==> src/rtl/rotate_right_serial_pkg.sv <==
// Shared types and width helpers for the barrel-shifter family.
// Holds the serial rotator FSM encoding and the shift-amount width rule.
package rotate_right_serial_pkg;

    typedef enum logic [1:0] {
        StIdle  = 2'd0,
        StShift = 2'd1,
        StDone  = 2'd2
    } rot_state_e;

    // One extra bit so a full-width amount (== N) is representable on the port.
    function automatic int unsigned shift_width(input int unsigned n);
        return $clog2(n) + 1;
    endfunction

    function automatic int unsigned count_width(input int unsigned n);
        return $clog2(n);
    endfunction

endpackage

==> src/rtl/rotate_right_serial.sv <==
// Serial rotate-right: undoes a left rotation by in_shift, one bit position per cycle.
// Valid/ready on both sides; one word in flight at a time.
module rotate_right_serial
    import rotate_right_serial_pkg::*;
#(
    parameter int unsigned N = 8,
    localparam int unsigned SW = shift_width(N)
) (
    input  logic          clk,
    input  logic          reset,
    input  logic          in_valid,
    output logic          in_ready,
    input  logic [N-1:0]  in_data,
    input  logic [SW-1:0] in_shift,
    output logic          out_valid,
    input  logic          out_ready,
    output logic [N-1:0]  out_data,
    output logic [SW-1:0] out_shift,
    output logic          busy
);

    localparam int unsigned CW = count_width(N);

    rot_state_e    r_state;
    rot_state_e    w_state_next;
    logic [N-1:0]  r_data;
    logic [N-1:0]  w_data_next;
    logic [SW-1:0] r_shift;
    logic [SW-1:0] w_shift_next;
    logic [CW-1:0] r_count;
    logic [CW-1:0] w_count_next;
    logic [CW-1:0] w_k;

    // Amount modulo N is just the low bits because N is a power of two.
    assign w_k = in_shift[CW-1:0];

    always_comb begin
        w_state_next = r_state;
        w_data_next  = r_data;
        w_shift_next = r_shift;
        w_count_next = r_count;
        unique case (r_state)
            StIdle: begin
                if (in_valid) begin
                    w_data_next  = in_data;
                    w_shift_next = in_shift;
                    w_count_next = w_k;
                    w_state_next = (w_k == '0) ? StDone : StShift;
                end
            end
            StShift: begin
                w_data_next  = {r_data[0], r_data[N-1:1]};
                w_count_next = r_count - 1'b1;
                if (r_count == CW'(1)) begin
                    w_state_next = StDone;
                end
            end
            StDone: begin
                if (out_ready) begin
                    w_state_next = StIdle;
                end
            end
            default: begin
                w_state_next = StIdle;
            end
        endcase
    end

    always_ff @(posedge clk) begin
        if (!reset) begin
            r_state <= StIdle;
            r_data  <= '0;
            r_shift <= '0;
            r_count <= '0;
        end else begin
            r_state <= w_state_next;
            r_data  <= w_data_next;
            r_shift <= w_shift_next;
            r_count <= w_count_next;
        end
    end

    assign in_ready  = (r_state == StIdle);
    assign out_valid = (r_state == StDone);
    assign busy      = (r_state != StIdle);
    assign out_data  = r_data;
    assign out_shift = r_shift;

endmodule

==> config.mk <==
export PLATFORM = sky130hd
export DESIGN_NAME = rotate_right_serial
export DESIGN_NICKNAME = d
export VERILOG_FILES = /design/src/rtl/rotate_right_serial_pkg.sv /design/src/rtl/rotate_right_serial.sv
export SDC_FILE = /design/constraint.sdc
export NUM_CORES = 1
export LEC_CHECK = 0
export BUFFER_PORTS_ARGS = -buffer_cell sky130_fd_sc_hd__buf_2
export CAP_MARGIN = 20
export CORE_MARGIN = 2
export CORE_UTILIZATION = 47
export CTS_CLUSTER_SIZE = 30
export DETAILED_ROUTE_END_ITERATION = 10
export PLACE_DENSITY = 0.81
export SLEW_MARGIN = 30
export SYNTH_ARGS = -nofsm -noshare
export SYNTH_HDL_FRONTEND = slang
export SYNTH_SLANG_ARGS = --single-unit
==> constraint.sdc <==
create_clock -name clk -period 1.4 [get_ports clk]
set_input_delay 0.28 -clock clk [delete_from_list [all_inputs] [get_ports clk]]
set_output_delay 0.28 -clock clk [all_outputs]
set_load 0.005 [all_outputs]
==> metrics.txt, run 1 <==
largest net degree at the start of global routing=20; GRT overflow=0; syn_nets=106; VDD IR-drop max=0.7132 mV; ANT nets after route=0; Pwr Density=1160 nW/um^2; Synth Area per Inst=9.768 sq um; DP HPWL=between 1 and 1.5 mm; count leader, synth=dfxtp_1; main area contributors after synthesis=dfxtp_1 40%, mux2i_1 15%, nor2_1 6.6%; IO buf count=30; drt drc=0; most used flip-flop cell after synthesis=dfxtp_1; Max stage delay on crit path=roughly 0.38 ns; worst setup path startpoint=r_state[1]$_SDFFE_PN0P_; Seq cells post-synth=17; Pint=0.0008745 W; area grow syn2layout=27.51%; maximum level of the CTS H-tree=1; Peak Freq=749.7 MHz; initial antenna violation count=0; Max Buffers Root-to-Sink=2; CTS Buf Count=3; ys async rst share=0%; fin crit share=95.27%; fin nets=140; Reg clk slew, reported paths=0.10 ns; Avg Vias per Cell=4.979; outcome=complete, no violations; Die Y=46.77 um; Max Cap Viol=0; CP Data Required Time=~1.1 ns; drt total wl=1.711 mm; Switching Fraction=31.21%; min-delay src=in_shift[3]; slew margin rel.=a little under three quarters; Reg power frac=47.3%; min Tclk post-route=between 1 and 1.5 ns; area share of the leading cell type in the synthesized netlist=between 30 and 40%; unrepaired setup endpoints after global routing=no; clock skew=~0.01 ns; Post-synth EDFFs=0; CTS tree=yes; total design power=0.001271 W; Core Region=1727 sq um; CP arrival=1.05 ns; CP endpoint kind=primary output; Fin Setup TNS=0 ns; vias in the first global route=578; Multi-input gate area=462.9 sq um; drt pass-1 iters=4; worst-path cell chain=buf_6 -> nor2_4 -> inv_1 -> buf_2; worst hold-check path type=in -> reg; first-pass GRT wire length=~2.5 mm; clk_lat worst skew=roughly 0.29 ns; Clk network pwr share=20.5%; final count of pins violating max slew=0; Vias=727; dpl cell area=~1000 sq um; All-Layer GR Usage=16.47%; Sw Pwr=a little under 0.0004 W; ANT cells=0; Cells after Synth=88; Storage cell area=347.8 sq um; sequential fraction of the synthesis area=between 30% and 40%; Yosys top cell by area=dfxtp_1; CTS sink count=17; critical path class=reg -> out; synthesized area=859.6 sq um; DRT iter0 DRCs=11; fillers=154; Max FO, Critical Path=6; die area=2187 sq um; final estimated routing congestion in global placement=0.7427; Distinct cells, synth=27; slowest stage cell, crit path=dfxtp_4; die span in x=46.77 um; initial core utilization=between 40% and 50%; RR Startpoint=r_state[0]$_SDFFE_PN0P_; FP Rows=15; combinational share of power=32.2%; Final Cell Area=1096 sq um; Critical Path Start Type=register; clk root buf=clkbuf_4; Leakage=a little over 0.5 nW; post-DR wirelength/cell=11.72 um; final-report hold violation count=0; synth warn=0; final setup fails=0; Commonest cells post-synth=17 x dfxtp_1, 15 x nor2_1, 13 x mux2i_1, 7 x a211oi_1, 5 x inv_1; worst slew pin tran=between 0.4 and 0.5 ns; I/O pin cnt=31; share of cells above drive strength 1=41.32%
==> critical path, delay by kind of cell (launching register included) <==
family	cells	cell delay, ns
simple gates	1	0.09
buf+inv	3	0.28
flops	1	0.38
==> worst paths after layout <==
path | to | slack (ns) | cells after the start
max | busy | 0.07 | 4
min | out_shift[3]$_SDFFE_PN0P_ | 0.24 | 3
max reg2reg | r_state[1]$_SDFFE_PN0P_ | 0.10 | 4
min reg2reg | r_count[1]$_SDFFE_PN0P_ | 0.47 | 2
==> power groups by stage <==
stage          Sequential [W]  Combinational [W]  Clock, W
2_1_floorplan        0.000605           0.000270         0
3_3_place_gp         0.000611           0.000358         0
3_5_place_dp         0.000614           0.000370         0
4_1_cts              0.000605           0.000375  0.000270
5_1_grt              0.000610           0.000457  0.000287
6_report             0.000601           0.000410  0.000261
==> metal layers <==
| metal | vias up | part of all wire [%] | global-route usage (%) | wire length [um] |
|---|---|---|---|---|
| li1 | 380 | - | - | - |
| met5 | - | 0 | 0 | 0 |
| met4 | 0 | 0.70 | 8.333 | 12 |
| met1 | 329 | 48 | 22.49 | 821 |
| met2 | 16 | 48 | 24.66 | 817 |
| met3 | 2 | 3.5 | 3.462 | 60 |
==> layout make-up <==
| cell class | instances | area share [%] |
|---|---|---|
| flip-flops and latches | 17 | 31.74 |
| clock buffers | 3 | 2.055 |
| multi-input cells | 60 | 42.24 |
| inverters | 5 | 1.712 |
| clock inverters | 1 | 0.4566 |
| well taps | 25 | 2.854 |
| repair buffers | 35 | 18.95 |
==> repair_timing <==
item                       in CTS  in global routing
buffers inserted                0                  1
gates cloned                    0                  0
setup endpoints to repair       3                  3
resized for setup               3                  6
hold endpoints to repair        0                  0
hold buffers                    0                  0
==> kinds of logic after synthesis <==
kind of cell               Yosys count  share of synthesized area [%]
AOI/OAI and AO/OA                   18                          16.59
adders and majority gates            2                          2.911
buffers and inverters               11                          8.296
DFF                                 17                          39.59
muxes                               13                          15.14
and+or+nand+nor                     27                          17.47
==> metrics by stage <==
stage               setup WS, ns  cells  util [%]  hold WS [ns]
global route             0.01946    146     63.48        0.2299
floorplan                 0.1371     88         -        0.4079
detailed placement       0.08016    141     58.99        0.4597
finish                   0.06621    146     63.48        0.2397
CTS                     0.001725    145     60.94        0.2277
global placement          0.1300    141     58.99        0.4595
==> sequential cells by signal, summed over array words and instances, names as in the netlist <==
register,cells
out_data,8
out_shift,4
r_count,3
r_state,2
==> cells in the final DEF, fill, tap and decap left out <==
master     netlist  final
buf_2            0     30
dfxtp_1         17     15
nor2_1          15     14
mux2i_1         13     13
a211oi_1         7      7
inv_1            5      5
clkbuf_4         0      3
nand2b_1         2      2
nand2_1          2      2
o211ai_1         2      2
a21oi_1          2      2
o211a_1          2      2
ha_1             2      2
buf_4            2      2
buf_6            3      2
dfxtp_4          0      2
nor2_4           0      1
nor2b_4          0      1
nor3b_4          1      1
o21ba_2          1      1
and2_2           1      1
nor3b_1          1      1
o31a_1           1      1
nor3_1           1      1
a31oi_1          1      1
or3b_2           1      1
o21ai_0          1      1
and3b_2          1      1
nor3_2           1      1
a2111oi_2        1      1
clkinv_2         0      1
buf_12           0      1
(Power assumes the default switching activity.)
==> run 2, diff against run 1 <==
==> constraint.sdc (replaced) <==
create_clock -name clk -period 1.4 [get_ports clk]
set_input_delay 0.07 -clock clk [delete_from_list [all_inputs] [get_ports clk]]
set_output_delay 0.07 -clock clk [all_outputs]
set_load 0.005 [all_outputs]
==> run 2 against run 1 <==
Effect of this change:
- clock power hardly changed
- flip-flop and latch count is the same
- largest cell class unchanged
- wire length is 1.3% higher
- sequential share of layout area up 0.73 points
- cell count decreased by 0.68%
- die area did not move
- first-iteration DRC count shrank 27%
- global-route usage rose by 0.79 points
- via count is 0.55% higher
- critical path depth unchanged
- utilization fell by 2.5 points
==> metrics.txt, run 2 (synthesis gave the netlist of run 1 again) <==
outcome=complete, no violations; postcts setup bufs=0; drt drc=0; maximum level of the CTS H-tree=1; share of cells above drive strength 1=37.50%; CTS sink count=17; commonest cells after routing, fill and taps aside=30 x buf_2, 16 x dfxtp_1, 15 x nor2_1; Reg clk slew, reported paths=0.09 ns; Max FO, Critical Path=3; largest net degree at the start of global routing=20; Peak Freq=about 780 MHz; total design power=approximately 0.0012 W; fin crit share=91.88%; die area=2187 sq um; Critical Path Start Type=register; Max stage delay on crit path=roughly 0.36 ns; final-report hold violation count=0; CP arrival=1.48 ns; worst hold-check path type=in -> reg; CP Data Required Time=around 1.6 ns; number of hold buffers added after cts=0; All-Layer GR Usage=17.26%; GRT overflow=0; DRT iter0 DRCs=8; clock skew=0.001082 ns; Fin Setup TNS=0 ns; Max Buffers Root-to-Sink=2; combinational share of power=30.1%; worst-path cell chain=inv_1 -> ha_1 -> and3b_2 -> a2111oi_2; Final Util=60.94%; Switching Fraction=30.92%; FP Rows=15; die span in x=46.77 um; critical path's top delay family=flip-flops; DP HPWL=between 1 and 1.5 mm; CP endpoint kind=register; drt total wl=1.733 mm; final setup fails=0; commonest non-fill, non-tap cell in the layout=buf_2; I/O pin cnt=31; final count of pins violating max slew=0; max FFs per register=8; Core Region=1727 sq um; initial core utilization=49.78%; area grow syn2layout=22.42%; vias in the first global route=671; Reg power frac=between 40% and 50%; drt pass-1 iters=4; ANT nets after route=0; slowest stage cell, crit path=dfxtp_1; initial antenna violation count=0; Die Y=46.77 um; non-filler cells, final=145; final estimated routing congestion in global placement=0.7786; clk root buf=clkbuf_4; Avg Vias per Cell=5.041; first-pass GRT wire length=2.732 mm; ANT cells=0; post_cts resized=0; unrepaired setup endpoints after global routing=no; IO buf count=30; critical path class=reg -> reg; fillers=166; Leakage=roughly 0.50 nW; Sw Pwr=between 0.0003 and 0.0004 W; worst slew pin tran=0.4299 ns; worst hold slack=0.02380 ns; min Tclk post-route=around 1.3 ns; fin nets=139; Placed Instances=141; slew margin rel.=71.31%; Buf+Inv Stages, Crit Path=1; Clk network pwr share=21.1%; VDD IR-drop max=0.6089 mV; Max Cap Viol=0; CTS Buf Count=3; Pint=between 0.0008 and 0.0009 W; CTS tree=yes; Vias=731; clk_lat worst skew=slightly below 0.3 ns; Pwr Density=1179 nW/um^2; post-DR wirelength/cell=11.95 um
==> run 2: path summary, 6_finish.rpt <==
kind         cells after the start                         to                     from  slack, ns
max                              4    r_count[2]$_SDFFE_PN0P_  r_count[0]$_SDFFE_PN0P_       0.11
min                              3  out_shift[3]$_SDFFE_PN0P_              in_shift[3]       0.02
max reg2reg                      4    r_count[2]$_SDFFE_PN0P_  r_count[0]$_SDFFE_PN0P_       0.11
min reg2reg                      2    r_count[1]$_SDFFE_PN0P_  r_count[1]$_SDFFE_PN0P_       0.48
==> run 2: through the flow <==
stage	area (sq um)	worst slack, ns
2_1_floorplan	859.6	0.1371
3_3_place_gp	1018	0.1343
3_5_place_dp	1018	0.07061
4_1_cts	1045	0.04239
5_1_grt	1052	0.01323
6_report	1052	0.1137
==> run 2: layer usage <==
layer  GRT usage (%)  up-vias  part of all wire, %
li1                -      376                    -
met1           22.49      333                   44
met3           3.462        2                  5.6
met5               0        -                    0
met4           6.667        0                 0.69
met2           28.22       20                   50
==> run 2: power by group through the flow <==
stage	combinational (W)	clock, W	sequential [W]
3_3_place_gp	0.000357	0	0.000610
3_5_place_dp	0.000370	0	0.000614
6_report	0.000373	0.000262	0.000606
4_1_cts	0.000373	0.000269	0.000603
5_1_grt	0.000419	0.000286	0.000617
2_1_floorplan	0.000270	0	0.000605
==> run 2: worst register-to-register path, cell delays in order, from the launching register on <==
cell,delay [ns]
dfxtp_1,0.36
inv_1,0.07
ha_1,0.20
and3b_2,0.23
a2111oi_2,0.33
==> run 2: cell type report <==
cell class | count | area, sq um | share of cell area, %
Sequential cell | 17 | 341.6 | 32.46
Inverter | 5 | 18.77 | 1.784
Tap cell | 25 | 31.28 | 2.973
Multi-Input combinational cell | 60 | 454.2 | 43.16
Clock buffer | 4 | 26.28 | 2.497
Timing Repair Buffer | 34 | 180.2 | 17.12
==> run 3, diff against run 2 <==
- ABC_AREA: not set -> 1
- CORE_UTILIZATION: 47 -> 48
- PLACE_DENSITY: 0.81 -> 0.82
- SETUP_SLACK_MARGIN: not set -> 0.1
==> run 3 against run 2 <==
Effect of this change:
- maximum frequency is 11% higher
- cell count is 33% higher
- first-iteration DRC count is 63% higher
- flip-flop and latch count stayed put
- largest power group is now combinational cells
- non-clock buffer count is 4 lower
==> metrics.txt, run 3 <==
Multi-input gate area=459.2 sq um; final count of pins violating max slew=0; drt pass-1 iters=4; Reg power frac=41.8%; Post-synth EDFFs=0; drt drc=0; Commonest cells post-synth=35 x nand2_1, 34 x nor2_1, 17 x dfxtp_1, 16 x inv_1, 8 x o21ai_0; ys async rst share=0%; synthesized area=910.9 sq um; All-Layer GR Usage=between 10% and 20%; Cells after Synth=between 100 and 150; worst hold-check path type=in -> reg; Fin Setup TNS=0 ns; Core Region=1764 sq um; area grow syn2layout=17.58%; synth warn=0; Final Cell Area=1071 sq um; Critical Path Start Type=register; CP arrival=1.35 ns; main combinational cell family by area after synthesis=simple AND/OR/NAND/NOR gates; vias in the first global route=748; share of cells above drive strength 1=23.21%; Distinct cells, synth=18; worst slew pin tran=0.3387 ns; r2r setup slk=0.24 ns; DRT iter0 DRCs=13; I/O pin cnt=31; initial core utilization=between 50% and 60%; CTS Buf Count=3; most used flip-flop cell after synthesis=dfxtp_1; drt total wl=approximately 1.8 mm; initial antenna violation count=0; Synth Area per Inst=roughly 6.5 sq um; post-DR wirelength/cell=9.321 um; Synth Area in Simple Gates=38.32%; CTS sink count=17; Max FO, Critical Path=21; Leakage=0.5873 nW; GRT overflow=0; main area contributors after synthesis=dfxtp_1 37%, nand2_1 14%, nor2_1 14%; Sw Pwr=0.0006336 W; final estimated routing congestion in global placement=0.7329; fillers=192; first-pass GRT wire length=2.808 mm; final setup fails=0; Max stage delay on crit path=0.42 ns; outcome=complete, no violations; CP Data Required Time=between 1.5 and 2 ns; clk root buf=clkbuf_4; max FFs per register=8; Reg clk slew, reported paths=~0.090 ns; slew margin rel.=77.39%; FP Rows=15; slowest stage cell, crit path=dfxtp_1; die area=2262 sq um; Synth Area in XOR/XNOR=0%; postcts setup bufs=0; Max Buffers Root-to-Sink=2; maximum level of the CTS H-tree=1; IO buf count=30; combinational share of power=42.1%; Pint=0.0009738 W; CP endpoint kind=register; mux contribution to synthesized area=0%; Avg Vias per Cell=4.596; unrepaired setup endpoints after global routing=no; fin crit share=83.12%; area fraction in compound gates after synthesis=roughly 8.8%; worst-path cell chain=nor2_4 -> nand2_4 -> nand2_4 -> nand2_1 -> nand2_1 -> nor2_1; Max Cap Viol=0; syn_nets=158; Pwr Density=between 1500 and 2000 nW/um^2; min Tclk post-route=1.164 ns; Storage cell area=340.3 sq um; clk_lat worst skew=0.29 ns; Peak Freq=859.3 MHz; commonest non-fill, non-tap cell in the layout=nand2_1; number of hold buffers added after cts=0; die span in x=47.56 um; area share of the leading cell type in the synthesized netlist=37.36%; commonest cells after routing, fill and taps aside=35 x nand2_1, 34 x nor2_1, 30 x buf_2; Vias=887; worst hold slack=roughly 0.05 ns; ANT cells=0; Seq cells post-synth=17; Switching Fraction=39.42%; Clk network pwr share=16.1%; Yosys top cell by area=dfxtp_1; clock skew=about 0.0021 ns; VDD IR-drop max=0.7083 mV; ANT nets after route=0; sequential fraction of the synthesis area=37.36%; dpl cell area=1040 sq um; count leader, synth=nand2_1; Die Y=47.56 um; final-report hold violation count=0; critical path class=reg -> reg; DP HPWL=between 1 and 1.5 mm; largest net degree at the start of global routing=22; fin nets=187; Adder-Cell Fraction of Synth Area=2.747%; CTS tree=yes
run 3: cell type report:
| type | count | area share [%] |
|---|---|---|
| inverters | 17 | 5.958 |
| flip-flops and latches | 17 | 31.78 |
| clock buffers | 4 | 2.453 |
| well taps | 25 | 2.921 |
| multi-input cells | 100 | 42.87 |
| repair buffers | 30 | 14.02 |
run 3: critical path, delay by kind of cell (launching register included):
family	cells	cell delay [ns]
AND/OR/NAND/NOR	6	0.65
flip-flops	1	0.42
run 3: path summary, 6_finish.rpt:
check / start / endpoint / depth (start not counted)
hold reg to reg: out_shift[0]$_SDFFE_PN0P_ / out_shift[0]$_SDFFE_PN0P_ / 2
hold / removal: in_shift[3] / out_shift[3]$_SDFFE_PN0P_ / 3
setup / recovery: r_state[0]$_SDFFE_PN0P_ / out_data[5]$_SDFFE_PN0P_ / 6
setup reg to reg: r_state[0]$_SDFFE_PN0P_ / out_data[5]$_SDFFE_PN0P_ / 6
run 3: stage by stage:
step / worst slack, ns / power [W] / utilization, % / std cells
6_report: 0.2363 / 0.001607 / 60.71 / 193
5_1_grt: 0.1409 / 0.001774 / 60.71 / 193
4_1_cts: 0.1729 / 0.001618 / 60.43 / 193
3_5_place_dp: 0.1873 / 0.001353 / 58.94 / 189
3_3_place_gp: 0.2485 / 0.001329 / 58.94 / 189
2_1_floorplan: 0.3564 / 0.001212 / - / 140
run 3: per-layer routing:
metal  GRT usage, %  routed length (um)  up-vias
li1               -                   -      483
met1          20.05                 843      372
met2          30.54                 833       28
met3          4.528                  95        4
met4          9.189                  26        0
met5              0                   0        -
run 3: timing repair:
item | 4_1_cts | 5_1_grt
setup endpoints to repair | 0 | 10
hold endpoints to repair | 0 | 0
gates resized for setup | 0 | 1
run 3: power groups by stage:
stage	Clock, W	Combinational [W]	Sequential, W
2_1_floorplan	0	0.000528	0.000684
3_3_place_gp	0	0.000653	0.000676
3_5_place_dp	0	0.000674	0.000679
4_1_cts	0.000268	0.000679	0.000671
5_1_grt	0.000300	0.000786	0.000688
6_report	0.000258	0.000677	0.000673
run 3: cell families (layout without fill, tap and decap cells):
family,Yosys count,after routing
adders and majority gates,2,2
DFF,17,17
and+or+nand+nor,82,82
AOI/OAI and AO/OA,16,16
buffers and inverters,23,51
